### config.mk
export PLATFORM = sky130hd
export DESIGN_NAME = axis_frame_sequencer_flat
export DESIGN_NICKNAME = d
export VERILOG_FILES = /design/src/rtl/axis_frame_sequencer_if.sv /design/src/rtl/axis_frame_sequencer.sv /design/src/flat_wrapper.sv
export SDC_FILE = /design/constraint.sdc
export NUM_CORES = 1
export LEC_CHECK = 0
export ABC_AREA = 1
export BUFFER_PORTS_ARGS = -buffer_cell sky130_fd_sc_hd__buf_2
export CAP_MARGIN = 40
export CORE_UTILIZATION = 52
export DETAILED_ROUTE_END_ITERATION = 12
export PLACE_DENSITY = 0.77
export SLEW_MARGIN = 40
export SYNTH_ARGS = -nofsm -noshare
export SYNTH_HDL_FRONTEND = slang
export SYNTH_SLANG_ARGS = --single-unit
### constraint.sdc
create_clock -name ACLK -period 3.5 [get_ports ACLK]
set_input_delay 0.175 -clock ACLK [delete_from_list [all_inputs] [get_ports ACLK]]
set_output_delay 0.175 -clock ACLK [all_outputs]
set_load 0.02 [all_outputs]
### src/rtl/axis_frame_sequencer_if.sv
// AXI4-Stream bundle shared by both sides of the frame sequencer.
//   tdata  : payload (RGB in [23:0], upper bits carried through untouched)
//   tvalid : source has a beat
//   tready : sink can take a beat
//   tlast  : end of packet (end of pass on the output side)
//   tuser  : start of pass (output side only)
// master drives tdata/tvalid/tlast/tuser; slave drives tready.
interface axis_frame_sequencer_if #(
  parameter int DATA_W = 32
) ();
  logic [DATA_W-1:0] tdata;
  logic              tvalid;
  logic              tready;
  logic              tlast;
  logic              tuser;

  modport master (output tdata, output tvalid, output tlast, output tuser, input tready);
  modport slave  (input tdata, input tvalid, input tlast, output tready);
endinterface

### src/rtl/axis_frame_sequencer.sv
// Frame sequencer between the DMA read channel and the haze-removal core.
// Counts pixels against a run-time width/height, slices each frame into
// PASSES back-to-back passes, tags first/last pixel of every pass, checks the
// upstream TLAST placement and absorbs downstream stalls in a 2-entry skid
// buffer at full throughput.
// Ports:
//   ACLK, ARESET         : clock, asynchronous active-high reset
//   enable               : start / run gate
//   cfg_width/cfg_height : pixels per line / lines per pass, sampled at start
//   S_AXIS               : upstream stream (slave)
//   M_AXIS               : downstream stream (master), TUSER=first, TLAST=last of pass
//   pass_idx             : pass of the beat currently on M_AXIS
//   o_frame_done         : pulse on the handshake of the final beat of a frame
//   o_cfg_err            : sticky, start attempted with a zero dimension
//   o_last_err           : sticky, upstream TLAST disagreed with computed end of pass
module axis_frame_sequencer #(
  parameter int DATA_W = 32,
  parameter int COL_W  = 12,
  parameter int ROW_W  = 12,
  parameter int PASSES = 2,
  parameter int PASS_W = (PASSES > 1) ? $clog2(PASSES) : 1
) (
  input  logic                  ACLK,
  input  logic                  ARESET,
  input  logic                  enable,
  input  logic [COL_W-1:0]      cfg_width,
  input  logic [ROW_W-1:0]      cfg_height,
  axis_frame_sequencer_if.slave  S_AXIS,
  axis_frame_sequencer_if.master M_AXIS,
  output logic [PASS_W-1:0]     pass_idx,
  output logic                  o_frame_done,
  output logic                  o_cfg_err,
  output logic                  o_last_err
);

  localparam logic [PASS_W-1:0] LAST_PASS = PASS_W'(PASSES - 1);

  typedef enum logic [1:0] {IDLE, RUN, DRAIN} state_t;

  typedef struct packed {
    logic [DATA_W-1:0] data;
    logic              last;
    logic              user;
    logic [PASS_W-1:0] pass;
  } beat_t;

  state_t            state;
  logic [COL_W-1:0]  w_m1;
  logic [ROW_W-1:0]  h_m1;
  logic [COL_W-1:0]  col;
  logic [ROW_W-1:0]  row;
  logic [PASS_W-1:0] pass;

  beat_t             head;
  beat_t             spare;
  beat_t             in_beat;
  logic [1:0]        cnt;
  logic [1:0]        cnt_nxt;

  logic              s_ready;
  logic              push;
  logic              pop;
  logic              col_end;
  logic              row_end;
  logic              tag_user;
  logic              tag_last;

  // Tagging of the beat being accepted this cycle
  assign col_end  = (col == w_m1);
  assign row_end  = (row == h_m1);
  assign tag_user = (col == '0) && (row == '0);
  assign tag_last = col_end && row_end;

  // A full buffer blocks upstream, so push with cnt==2 never happens
  assign s_ready = (state == RUN) && enable && (cnt != 2'd2);
  assign push    = S_AXIS.tvalid && s_ready;
  assign pop     = M_AXIS.tvalid && M_AXIS.tready;

  assign in_beat = '{data: S_AXIS.tdata, last: tag_last, user: tag_user, pass: pass};

  always_comb begin
    cnt_nxt = cnt;
    if (push && !pop)
      cnt_nxt = cnt + 2'd1;
    else if (pop && !push)
      cnt_nxt = cnt - 2'd1;
  end

  // Sequencing FSM: config latch, pixel/line/pass counters, sticky errors
  always_ff @(posedge ACLK or posedge ARESET) begin
    if (ARESET) begin
      state      <= IDLE;
      w_m1       <= '0;
      h_m1       <= '0;
      col        <= '0;
      row        <= '0;
      pass       <= '0;
      o_cfg_err  <= 1'b0;
      o_last_err <= 1'b0;
    end else begin
      case (state)
        IDLE: begin
          if (enable) begin
            if ((cfg_width != '0) && (cfg_height != '0)) begin
              state      <= RUN;
              w_m1       <= cfg_width - 1'b1;
              h_m1       <= cfg_height - 1'b1;
              col        <= '0;
              row        <= '0;
              pass       <= '0;
              o_cfg_err  <= 1'b0;
              o_last_err <= 1'b0;
            end else begin
              o_cfg_err <= 1'b1;
            end
          end
        end
        RUN: begin
          if (push) begin
            // Framing follows the counters; upstream TLAST is only checked
            if (S_AXIS.tlast != tag_last)
              o_last_err <= 1'b1;
            if (col_end) begin
              col <= '0;
              if (row_end) begin
                row <= '0;
                if (pass == LAST_PASS)
                  state <= DRAIN;
                else
                  pass <= pass + 1'b1;
              end else begin
                row <= row + 1'b1;
              end
            end else begin
              col <= col + 1'b1;
            end
          end
        end
        DRAIN: begin
          if (cnt_nxt == 2'd0)
            state <= IDLE;
        end
        default: state <= IDLE;
      endcase
    end
  end

  // Skid buffer: head drives M_AXIS directly, spare catches one stalled beat
  always_ff @(posedge ACLK or posedge ARESET) begin
    if (ARESET) begin
      cnt   <= 2'd0;
      head  <= '0;
      spare <= '0;
    end else begin
      cnt <= cnt_nxt;
      if (push && ((cnt == 2'd0) || ((cnt == 2'd1) && pop)))
        head <= in_beat;
      else if (pop && (cnt == 2'd2))
        head <= spare;
      if (push && !pop && (cnt == 2'd1))
        spare <= in_beat;
    end
  end

  assign S_AXIS.tready = s_ready;
  assign M_AXIS.tvalid = (cnt != 2'd0);
  assign M_AXIS.tdata  = head.data;
  assign M_AXIS.tlast  = head.last;
  assign M_AXIS.tuser  = head.user;
  assign pass_idx      = head.pass;
  assign o_frame_done  = pop && head.last && (head.pass == LAST_PASS);

endmodule

### src/flat_wrapper.sv
// flat-port wrapper written by rule: the top's interface ports become plain ports
module axis_frame_sequencer_flat 
#(
  parameter int DATA_W = 32,
  parameter int COL_W  = 12,
  parameter int ROW_W  = 12,
  parameter int PASSES = 2,
  parameter int PASS_W = (PASSES > 1) ? $clog2(PASSES) : 1
)
  (ACLK, ARESET, enable, cfg_width, cfg_height, pass_idx, o_frame_done, o_cfg_err, o_last_err, S_AXIS_tdata, S_AXIS_tvalid, S_AXIS_tlast, S_AXIS_tready, M_AXIS_tdata, M_AXIS_tvalid, M_AXIS_tlast, M_AXIS_tuser, M_AXIS_tready);
  axis_frame_sequencer_if #(.DATA_W(DATA_W)) S_AXIS_i ();
  axis_frame_sequencer_if #(.DATA_W(DATA_W)) M_AXIS_i ();
  input  logic ACLK;
  input  logic ARESET;
  input  logic enable;
  input  logic [COL_W-1:0] cfg_width;
  input  logic [ROW_W-1:0] cfg_height;
  output logic [PASS_W-1:0] pass_idx;
  output logic o_frame_done;
  output logic o_cfg_err;
  output logic o_last_err;
  input wire logic [$bits(S_AXIS_i.tdata)-1:0] S_AXIS_tdata;
  input wire logic [$bits(S_AXIS_i.tvalid)-1:0] S_AXIS_tvalid;
  input wire logic [$bits(S_AXIS_i.tlast)-1:0] S_AXIS_tlast;
  output wire logic [$bits(S_AXIS_i.tready)-1:0] S_AXIS_tready;
  output wire logic [$bits(M_AXIS_i.tdata)-1:0] M_AXIS_tdata;
  output wire logic [$bits(M_AXIS_i.tvalid)-1:0] M_AXIS_tvalid;
  output wire logic [$bits(M_AXIS_i.tlast)-1:0] M_AXIS_tlast;
  output wire logic [$bits(M_AXIS_i.tuser)-1:0] M_AXIS_tuser;
  input wire logic [$bits(M_AXIS_i.tready)-1:0] M_AXIS_tready;
  assign S_AXIS_i.tdata = S_AXIS_tdata;
  assign S_AXIS_i.tvalid = S_AXIS_tvalid;
  assign S_AXIS_i.tlast = S_AXIS_tlast;
  assign S_AXIS_tready = S_AXIS_i.tready;
  assign M_AXIS_tdata = M_AXIS_i.tdata;
  assign M_AXIS_tvalid = M_AXIS_i.tvalid;
  assign M_AXIS_tlast = M_AXIS_i.tlast;
  assign M_AXIS_tuser = M_AXIS_i.tuser;
  assign M_AXIS_i.tready = M_AXIS_tready;
  axis_frame_sequencer #(.DATA_W(DATA_W), .COL_W(COL_W), .ROW_W(ROW_W), .PASSES(PASSES), .PASS_W(PASS_W)) u_core (.ACLK(ACLK), .ARESET(ARESET), .enable(enable), .cfg_width(cfg_width), .cfg_height(cfg_height), .S_AXIS(S_AXIS_i), .M_AXIS(M_AXIS_i), .pass_idx(pass_idx), .o_frame_done(o_frame_done), .o_cfg_err(o_cfg_err), .o_last_err(o_last_err));
endmodule
== Word level (Yosys, flattened, before mapping) ==
Cells that the tools add are included.

* Eq/ne operators: 16
* Reduce and logical (&&, ||, !) cells: 35
* $add $sub $neg: 7
* Mux-type cells: 32

{| class="wikitable"
|+ Operator list
! cell !! count
|-
| $mux W12 || 7
|-
| $mux W35 || 2
|-
| $pmux W12 S2 || 2
|-
| $add A12 B1 Y12 const B || 2
|-
| $eq A12 B12 Y1 || 2
|-
| $logic_not A12 Y1 || 2
|-
| $reduce_bool A12 Y1 || 2
|-
| $sub A12 B1 Y12 const B || 2
|-
| $mux W2 || 9
|-
| $logic_and A1 B1 Y1 || 15
|-
| $ne A2 B1 Y1 const B || 6
|-
| $reduce_and A5 Y1 || 2
|-
| $mux W1 || 9
|-
| $reduce_and A7 Y1 || 1
|-
| $logic_not A2 Y1 || 3
|-
| $ne A2 B2 Y1 const B || 3
|-
| $pmux W2 S3 || 1
|-
| $reduce_and A6 Y1 || 1
|-
| $reduce_bool A2 Y1 || 3
|-
| $eq A2 B1 Y1 const B || 2
|-
| $eq A2 B2 Y1 const B || 2
|-
| $pmux W1 S2 || 2
|-
| $reduce_and A4 Y1 || 1
|-
| $reduce_and A3 Y1 || 1
|-
| 7 further kinds || 8
|}

* Output and inout bits: 40
* Register bits: 125

== Depth between registers and ports, before layout ==
Gate-level depths: netlist of run 1.

* Depth after elaboration: 11
* Gate-level depth with buffers: 13

== Least setup slack after synthesis of run 1 ==
OpenSTA, ideal clock, no wires.

* Kind: reg-to-reg
* From: register u_core.cnt[0]
* To: register u_core.head, in the netlist u_core.M_AXIS.tdata[0]
* Data required time: 3.369 ns
* Library setup time: 0.131 ns
* Cell stages (with the launch flop): 11
* Buffers on the path: 3
* Path slack: 1.481 ns
* Arrival time: 1.889 ns
* Cell sequence: dfrtp_1 > inv_1 > ha_1 > buf_2 > nor3_4 > nand2_2 > a21oi_4 > nand2b_1 > buf_4 > buf_4 > o211ai_1

* Elaborated cells on any way between the ends: 14

{| class="wikitable"
|+ RTL lines
! element !! line !! source
|-
| start: declaration || axis_frame_sequencer.sv:57 || <nowiki>logic [1:0] cnt;</nowiki>
|-
| start signal: assignment || axis_frame_sequencer.sv:155 || <nowiki>cnt <= cnt_nxt;</nowiki>
|-
| $ne A2 B2 Y1 (*) || axis_frame_sequencer.sv:75 || <nowiki>assign s_ready = (state == RUN) && enable && (cnt != 2'd2);</nowiki>
|-
| $logic_and A1 B1 Y1 (*) || axis_frame_sequencer.sv:75 ||
|-
| named net S_AXIS_tready || flat_wrapper.sv:25 || <nowiki>output wire logic [$bits(S_AXIS_i.tready)-1:0] S_AXIS_tready;</nowiki>
|-
| $logic_and A1 B1 Y1 (*) || axis_frame_sequencer.sv:76 || <nowiki>assign push = S_AXIS.tvalid && s_ready;</nowiki>
|-
| $logic_and A1 B1 Y1 (*) || axis_frame_sequencer.sv:156 || <nowiki>if (push && ((cnt == 2'd0) || ((cnt == 2'd1) && pop)))</nowiki>
|-
| $mux W35 or $reduce_bool A2 Y1 (tied branches) || n/a ||
|-
| end signal: assignment || axis_frame_sequencer.sv:157 || <nowiki>head <= in_beat;</nowiki>
|-
| end signal: assignment || axis_frame_sequencer.sv:159 || <nowiki>head <= spare;</nowiki>
|-
| end: declaration || axis_frame_sequencer.sv:54 || <nowiki>beat_t head;</nowiki>
|}

Mark *: on every way through the listed nets, which the timed path passes. The rest lies on a longest branch.
A chain may end at the register's enable or synchronous reset.

== Final worst setup path of run 1 ==
* From: register u_core.cnt[0]
* To: register u_core.spare[10] (netlist bit)

* Longest elaborated chain between the ends: 5
* Elaborated cells on any way between the ends: 9

{| class="wikitable"
|+ Ends and longest elaborated chain
! element !! line !! source
|-
| $ne A2 B2 Y1 or $reduce_bool A2 Y1 (tied branches) || axis_frame_sequencer.sv:75, axis_frame_sequencer.sv:166 ||
|-
| $logic_and A1 B1 Y1, on equally long branches || axis_frame_sequencer.sv:75, axis_frame_sequencer.sv:77 ||
|-
| $logic_and A1 B1 Y1 or $logic_not A1 Y1 (tied branches) || axis_frame_sequencer.sv:76, axis_frame_sequencer.sv:160 ||
|-
| $logic_and A1 B1 Y1 || axis_frame_sequencer.sv:160 || <nowiki>if (push && !pop && (cnt == 2'd1))</nowiki>
|-
| $logic_and A1 B1 Y1 (*) || axis_frame_sequencer.sv:160 ||
|-
| end signal: assignment || axis_frame_sequencer.sv:161 || <nowiki>spare <= in_beat;</nowiki>
|-
| end: declaration || axis_frame_sequencer.sv:55 || <nowiki>beat_t spare;</nowiki>
|}

Every way passes the cells marked *; elsewhere a longest branch is shown, timed or not.

==> results of run 1 <==
[sequential cells by signal, indices dropped and copies added (netlist names)]
name,cells
u_core.pass_idx,1
u_core.h_m1,12
u_core.row,12
u_core.M_AXIS.tlast,1
u_core.o_cfg_err,1
u_core.M_AXIS.tdata,32
u_core.pass,1
u_core.col,12
u_core.spare,35
u_core.M_AXIS.tuser,1
u_core.state,2
u_core.w_m1,12
u_core.o_last_err,1
u_core.cnt,2
[cell usage in the layout (no fill, tap or decap), types with 2 or more instances in the layout]
| master | count |
|---|---|
| ha_1 | 11 |
| o22ai_1 | 2 |
| clkinv_2 | 5 |
| nor4_1 | 2 |
| dfrtp_1 | 125 |
| xnor2_1 | 12 |
| buf_12 | 2 |
| bufinv_16 | 2 |
| o31ai_1 | 2 |
| nand4_1 | 20 |
| o21ai_0 | 55 |
| inv_1 | 138 |
| nor3_1 | 21 |
| a21oi_1 | 25 |
| buf_2 | 101 |
| xor2_1 | 18 |
| nand2_1 | 192 |
| buf_4 | 6 |
| clkinvlp_4 | 2 |
| nand3_1 | 37 |
| mux2_2 | 15 |
| nor2_1 | 69 |
| o211ai_1 | 16 |
| o221ai_1 | 17 |
| clkbuf_8 | 4 |
| clkbuf_16 | 17 |
| nand2_2 | 3 |
| dlygate4sd3_1 | 18 |
| nor2_2 | 2 |
| a22oi_1 | 3 |
| clkbuf_1 | 2 |
| or2_2 | 5 |
[final cells by class]
type | count | area share, %
Clock buffer | 23 | 6.007
Clock inverter | 7 | 1.078
Inverter | 141 | 6.577
Timing Repair Buffer | 128 | 9.550
Multi-Input combinational cell | 538 | 35.63
Sequential cell | 125 | 38.51
Tap cell | 172 | 2.649
[power groups by stage]
stage / registers (mW) / logic (mW) / clock network (mW)
finish: 2.54 / 2.44 / 1.72
global route: 2.61 / 2.77 / 1.80
floorplan: 2.70 / 1.56 / 0
CTS: 2.52 / 2.44 / 1.74
global placement: 2.52 / 2.33 / 0
detailed placement: 2.54 / 2.39 / 0
[worst min-delay path, cell delays in order]
cell and delay, ns:
buf_2 0.09, nand2_1 0.05, o221ai_1 0.06
[stage by stage]
stage / area, um2 / cells / power (mW) / util (%) / setup slack [ns]
5_1_grt: 8123 / 1134 / 7.188 / 64.37 / 1.058
3_5_place_dp: 7362 / 1085 / 4.933 / 58.34 / 1.245
3_3_place_gp: 7342 / 1084 / 4.849 / 58.18 / 1.340
4_1_cts: 8118 / 1133 / 6.696 / 64.33 / 1.224
6_report: 8123 / 1134 / 6.696 / 64.37 / 1.229
2_1_floorplan: 6716 / 831 / 4.257 / - / 1.481
[per-layer routing]
metal / global-route usage [%] / up-vias / wire length (um)
li1: - / 2907 / -
met1: 33.45 / 2746 / 7238
met2: 37.52 / 181 / 6773
met3: 5.230 / 31 / 714
met4: 10.77 / 0 / 363
met5: 0 / - / 0
[kinds of logic after synthesis]
logic type	after synthesis	synth area share (%)
muxes	15	2.516
buffers and inverters	168	10.29
AOI/OAI and AO/OA	123	11.31
xor gates and xnor gates	30	3.914
and+or+nand+nor	359	23.32
DFF	125	46.60
adders and majority gates	11	2.050
[what timing repair did]
item,in CTS,in global routing
hold buffers,18,0
endpoints found under the hold margin,31,0
buffers inserted,0,0
[worst paths after layout]
path,slack (ns),endpoint,startpoint
worst max register to register,1.23,u_core.spare[10]$_DFFE_PP0P_,u_core.cnt[0]$_DFF_PP0_
worst min register to register,0.48,u_core.spare[1]$_DFFE_PP0P_,u_core.spare[1]$_DFFE_PP0P_
worst max-delay path,1.23,u_core.spare[10]$_DFFE_PP0P_,u_core.cnt[0]$_DFF_PP0_
max in group asynchronous,2.44,u_core.row[6]$_DFFE_PP0P_,ARESET
min in group asynchronous,0.31,u_core.col[6]$_DFFE_PP0P_,ARESET
worst min-delay path,0.02,u_core.M_AXIS.tdata[16]$_DFFE_PP0P_,S_AXIS_tdata[16]
==> impl_results.md, run 1 <==
- Clock skew: 0.01022 ns
- Die width: 115.6 um
- Top_reg_cell synth: dfrtp_1
- Antenna violations before repair: 0
- Post-route ant nets: 0
- H-tree lvl count: 4
- Sw frac: 38.14%
- Synth Register Bits: 125
- Setup violations, final: 0
- NetSw: 2.554 mW
- Starting Density: 53.19%
- Syn. warnings: 0
- CP Data Required Time: 3.79 ns
- # diodes: 0
- Max stage delay on crit path: 0.49 ns
- Sequential fraction of design power: 37.9%
- Layout fillers: 1051
- Via density: 5.172
- Routability Congestion: 0.8658
- Post-CTS sizing: 0
- Final Hold Viols: 0
- FMAX: 440.3 MHz
- Worst hold path type: input port to register
- Share of the synthesized area in the top cell type: 46.60%
- Pwr dens: 824.3 nW/um2
- Routed len/inst: 13.31 um
- Num CTS Buffers: 17
- Row count: 41
- Clock Path Buffers: 2
- Critical path depth: 7
- Slew Limit Fails: 0
- Cell with the largest stage delay on the worst path: mux2_2
- CTS sink cnt: 125
- Worst Path Buf+Inv: 2
- Synthesized area: 6713 um2
- CTS tree: done
- Least-Margin Pin Slew: 0.7384 ns
- Ys async rst share: 100.0%
- Num ports: 102
- Netlist cell types: 40
- Peak supply drop: 0.0003914 V
- DRT iter0 DRCs: 452
- Core area: 12620 um2
- Crit-path max FO: 55
- Cell Int Power: 4.142 mW
- Final global-route overflow total: 0
- Remaining routing DRC violations: 0
- Multi-input combinational cell area: 2894 um2
- Drt pass-1 iters: 8
- Clock latency on the worst-skew pair: 0.42 ns
- Hold path depth: 3
- Clk slew on worst S/H paths: 0.05 ns
- Cells on worst reg2reg path: 7
- Total wire length: 15090 um
- Post-Synthesis Cells: 831
- Synth area leaders: dfrtp_1, nand2_1, inv_1, o21ai_0, nor2_1
- Worst path cell trace: inv_1 -> ha_1 -> nor3_4 -> nand2_2 -> clkinv_2 -> nand3_4 -> mux2_2
- Setup TNS: 0 ns
- Number of synthesized flops with an enable pin: 0
- Port Buf Inserts: 101
- Worst EP arrival: 2.56 ns
- Layout area overhead: 21.01%
- Chip height: 115.6 um
- Max cap viols: 0
- Nature of the critical path startpoint: register
- First-pass GRT wire length: 25400 um
- Largest net degree at the start of global routing: 86
- Avg Cell Area, Syn: 8.078 um2
- Leading area contributor after synthesis: dfrtp_1
- Final Hold Slack: 0.01529 ns
- Clock power frac: 25.7%
- RSZ-0062 raised after global routing: no
- Delay-heaviest family, CP: simple AND/OR/NAND/NOR gates
- Register area: 3128 um2
- Logic pwr share: 36.4%
- Worst slew margin: 50.72%
- Die ar.: 13370 um2
- Share of cells above drive strength 1: 17.98%
- Nets: 1024
- Tot GR Track Use: 24.41%
- Sequential area share after synthesis: 46.60%
- Top-count cell post-synth: nand2_1
- Critical path endpoint category: register
- Commonest cells post-synth: nand2_1, inv_1, dfrtp_1, nor2_1, o21ai_0
- Tcrit/Tclk final: 64.89%
- Outcome: finished clean
- Root Buffer: clkbuf_16
- Crit path kind: register to register
- Synthesized Nets: 904
- Via count: 5865
- Min cycle time layout: 2.271 ns
- Hpwl dp: 10310 um
- Leakage: 4.004 nW
- Vias in the first global route: 5398
(Power assumes the default switching activity.)
==> run 2, diff against run 1 <==
--- a/config.mk
+++ b/config.mk
@@ -5,12 +5,12 @@
 export SDC_FILE = /design/constraint.sdc
 export NUM_CORES = 1
 export LEC_CHECK = 0
-export ABC_AREA = 1
+export ABC_AREA = 0
 export BUFFER_PORTS_ARGS = -buffer_cell sky130_fd_sc_hd__buf_2
 export CAP_MARGIN = 40
-export CORE_UTILIZATION = 52
+export CORE_UTILIZATION = 51
 export DETAILED_ROUTE_END_ITERATION = 12
-export PLACE_DENSITY = 0.77
+export PLACE_DENSITY = 0.76
 export SLEW_MARGIN = 40
 export SYNTH_ARGS = -nofsm -noshare
 export SYNTH_HDL_FRONTEND = slang
==> constraint.sdc (replaced) <==
create_clock -name ACLK -period 2 [get_ports ACLK]
set_input_delay 0.1 -clock ACLK [delete_from_list [all_inputs] [get_ports ACLK]]
set_output_delay 0.1 -clock ACLK [all_outputs]
set_load 0.02 [all_outputs]
==> run 2 against run 1 <==
Against the previous run:
- the flow now finishes with violations (design-rule violations)
- synthesized cell count shrank 26%
- critical path depth shrank 1
- largest cell class unchanged
- critical endpoint is now u_core.row[10]$_DFFE_PP0P_
- hold slack got worse by 0.0029 ns
- clock skew shrank 0.0022 ns
- highest routed layer unchanged
- first-iteration DRC count rose by 7.7%
- sequential cell count is the same
- clock power up 88%
==> impl_results.md, run 2 <==
- Peak supply drop: 0.0008575 V (was 0.0003914 V)
- Worst slew margin: 53.86% (was 50.72%)
- CTS tree: done (unchanged)
- Num ports: 102 (unchanged)
- CP Data Required Time: 2.35 ns (was 3.79 ns)
- Max cap viols: 0 (unchanged)
- Synth area leaders: dfrtp_1, mux2_2, nand2_1, xnor2_1, a22oi_1 (was dfrtp_1, nand2_1, inv_1, o21ai_0, nor2_1)
- Multi-input combinational cell area: 2949 um2 (was 2894 um2)
- # diodes: 0 (unchanged)
- Commonest cells post-synth: dfrtp_1, nand2_1, nor2_1, xnor2_1, a22oi_1 (was nand2_1, inv_1, dfrtp_1, nor2_1, o21ai_0)
- Reg2reg end: u_core.row[10]$_DFFE_PP0P_ (was u_core.spare[10]$_DFFE_PP0P_)
- Die width: 111.8 um (was 115.6 um)
- Cells on worst reg2reg path: 6 (was 7)
- Port Buf Inserts: 101 (unchanged)
- Drt pass-1 iters: 13 (was 8)
- Top_reg_cell synth: dfrtp_1 (unchanged)
- Post-Synthesis Cells: 615 (was 831)
- Core area: 11560 um2 (was 12620 um2)
- Die ar.: 12510 um2 (was 13370 um2)
- Clock power frac: 28.4% (was 25.7%)
- DRT iter0 DRCs: 487 (was 452)
- Cell Int Power: 7.403 mW (was 4.142 mW)
- Clock skew: 0.007999 ns (was 0.01022 ns)
- First-pass GRT wire length: 26050 um (was 25400 um)
- Post-route ant nets: 0 (unchanged)
- Largest net degree at the start of global routing: 126 (was 86)
- FMAX: 504.8 MHz (was 440.3 MHz)
- Crit path kind: register to register (unchanged)
- FF-to-FF Start: u_core.col[6]$_DFFE_PP0P_ (was u_core.cnt[0]$_DFF_PP0_)
- Layout area overhead: 35.08% (was 21.01%)
- Sequential area share after synthesis: 50.84% (was 46.60%)
- Total wire length: 15560 um (was 15090 um)
- Avg Cell Area, Syn: 10.00 um2 (was 8.078 um2)
- Share of cells above drive strength 1: 30.58% (was 17.98%)
- Synth Register Bits: 125 (unchanged)
- Hpwl dp: 10010 um (was 10310 um)
- Met3 WL: 791 um (was 714 um)
- Hold path depth: 3 (unchanged)
- Top reg by flops: u_core.spare (unchanged)
- Starting Density: 53.20% (was 53.19%)
- Number of synthesized flops with an enable pin: 0 (unchanged)
- Setup violations, final: 0 (unchanged)
- Metal2 WL: 7855 um (was 6773 um)
- Pwr dens: 1367 nW/um2 (was 824.3 nW/um2)
- Logic pwr share: 34.4% (was 36.4%)
- Antenna violations before repair: 0 (unchanged)
- Least-Margin Pin Slew: 0.6921 ns (was 0.7384 ns)
- R2R setup slack: 0.02 ns (was 1.23 ns)
- Hold endpoint: u_core.h_m1[3]$_DFFE_PP0P_ (was u_core.M_AXIS.tdata[16]$_DFFE_PP0P_)
- Final Hold Viols: 0 (unchanged)
- Leakage: 3.858 nW (was 4.004 nW)
- Ys async rst share: 100.0% (unchanged)
- Via count: 5286 (was 5865)
- WL met1: 6515 um (was 7238 um)
- Netlist cell types: 55 (was 40)
- Tot GR Track Use: 26.82% (was 24.41%)
- NetSw: 3.958 mW (was 2.554 mW)
- Via density: 5.541 (was 5.172)
- Sw frac: 34.84% (was 38.14%)
- Crit-path max FO: 4 (was 55)
- Failing checks: design-rule violations
- Slew Limit Fails: 0 (unchanged)
- Commonest non-fill, non-tap cell in the layout: dfrtp_1 (was nand2_1)
- Setup TNS: 0 ns (unchanged)
- Chip height: 111.8 um (was 115.6 um)
- Remaining routing DRC violations: 11 (was 0)
- Outcome: complete, but fails checks (was finished clean)
- Final global-route overflow total: 0 (unchanged)
- Routed len/inst: 16.31 um (was 13.31 um)
- Top-count cell post-synth: dfrtp_1 (was nand2_1)
- Vias in the first global route: 5337 (was 5398)
- Worst EP arrival: 2.33 ns (was 2.56 ns)
- Clock Path Buffers: 2 (unchanged)
- Share of the synthesized area in the top cell type: 50.84% (was 46.60%)
- Tcrit/Tclk final: 99.04% (was 64.89%)
- Power, Total: 11.36 mW (was 6.696 mW)
- Nature of the critical path startpoint: register (unchanged)
- H-tree lvl count: 4 (unchanged)
- Register area: 3129 um2 (was 3128 um2)
- Leading area contributor after synthesis: dfrtp_1 (unchanged)
- Clock latency on the worst-skew pair: 0.42 ns (about the same)
- Final Hold Slack: 0.01242 ns (was 0.01529 ns)
- Routability Congestion: 0.8090 (was 0.8658)
- Most frequent cells in the layout: dfrtp_1, buf_2, nand2_1 (was nand2_1, inv_1, dfrtp_1)
- CTS sink cnt: 125 (unchanged)
- Synthesized Nets: 688 (was 904)
- Hold wc startpoint: cfg_height[3] (was S_AXIS_tdata[16])
- Worst hold path type: input port to register (unchanged)
- Largest register FFs: 35 (unchanged)
- Critical path endpoint category: register (unchanged)
- Num CTS Buffers: 17 (unchanged)
- Min cycle time layout: 1.981 ns (was 2.271 ns)
- Root Buffer: clkbuf_16 (unchanged)
- Clk slew on worst S/H paths: 0.06 ns (was 0.05 ns)
- RSZ-0062 raised after global routing: yes (was no)
- Sequential fraction of design power: 37.2% (was 37.9%)
- Row count: 39 (was 41)
- Nets: 871 (was 1024)
- DR top layer: met4 (unchanged)
- Syn. warnings: 0 (unchanged)
- Synthesized area: 6152 um2 (was 6713 um2)
- Layout fillers: 786 (was 1051)
run 2: cell count changes after synthesis, sizes merged, moves of 15 or more:
| cell | before | now |
|---|---|---|
| nand2 | 195 | 94 |
| o21ai | 56 | 21 |
| nand3 | 39 | 10 |
| xnor2 | 12 | 39 |
| inv | 140 | 20 |
| a22oi | 3 | 33 |
| nor2 | 73 | 58 |
| mux2 | 15 | 33 |
| o221ai | 17 | 0 |
run 2: worst max path at each step:
stage	from	end	depth (start not counted)
after detailed placement	u_core.cnt[1]$_DFF_PP0_	u_core.row[8]$_DFFE_PP0P_	8
final	u_core.col[6]$_DFFE_PP0P_	u_core.row[10]$_DFFE_PP0P_	6
after floorplan	u_core.cnt[0]$_DFF_PP0_	u_core.spare[19]$_DFFE_PP0P_	8
after global placement	u_core.cnt[1]$_DFF_PP0_	u_core.row[10]$_DFFE_PP0P_	7
after global routing	u_core.w_m1[11]$_DFFE_PP0P_	u_core.row[8]$_DFFE_PP0P_	7
after CTS	u_core.cnt[0]$_DFF_PP0_	u_core.row[6]$_DFFE_PP0P_	8
run 2: repair_timing:
| item | CTS | global route |
|---|---|---|
| gates resized for setup | 7 | 20 |
| hold buffers | 45 | 0 |
| hold endpoints to repair | 201 | 0 |
| buffers inserted | 2 | 3 |
| pin swaps | 2 | 11 |
| setup endpoints to repair | 10 | 63 |
run 2: metrics by stage:
step,instances,worst slack (ns),util (%),cell area (um2)
finish,954,0.01916,71.86,8310
global route,954,-0.06072,71.86,8310
CTS,952,0.0005742,70.96,8207
detailed placement,873,-0.1641,61.18,7076
global placement,873,0.04689,61.18,7076
floorplan,615,0.01103,-,6167
run 2: layer usage:
layer / vias up / track usage, %
met5: - / 0
met4: 0 / 11.62
met3: 37 / 7.022
met2: 181 / 45.18
met1: 2565 / 32.47
li1: 2503 / -
run 2: power by group through the flow:
stage	Combinational [mW]	Clock (mW)	Sequential (mW)
CTS	3.80	3.26	4.17
global placement	3.51	0	4.15
floorplan	2.10	0	4.49
finish	3.91	3.23	4.22
detailed placement	3.65	0	4.22
global route	4.29	3.40	4.34
run 2: cell families (layout without fill, tap and decap cells):
group                      count (synthesis)  count (layout)  share of synthesized area [%]
DFF                                      125             125                          50.84
and+or+nand+nor                          237             237                          18.41
xor gates and xnor gates                  49              49                          7.098
adders and majority gates                 11              11                          2.237
muxes                                     36              36                          6.528
AOI/OAI and AO/OA                        107             107                          11.49
buffers and inverters                     50             246                          3.396
run 2: cell type report:
| type | count | share of cell area, % |
|---|---|---|
| flip-flops and latches | 125 | 37.65 |
| multi-input cells | 440 | 35.49 |
| repair buffers | 194 | 16.21 |
| inverters | 20 | 0.9485 |
| clock buffers | 20 | 5.616 |
| well taps | 143 | 2.153 |
| clock inverters | 12 | 1.927 |
run 2: critical path, stage by stage, from the launching register on:
cell and delay, ns:
dfrtp_1 0.40, xnor2_1 0.19, nand4_2 0.17, o31ai_4 0.33
or4b_4 0.51, xor2_2 0.17, nor2_2 0.13
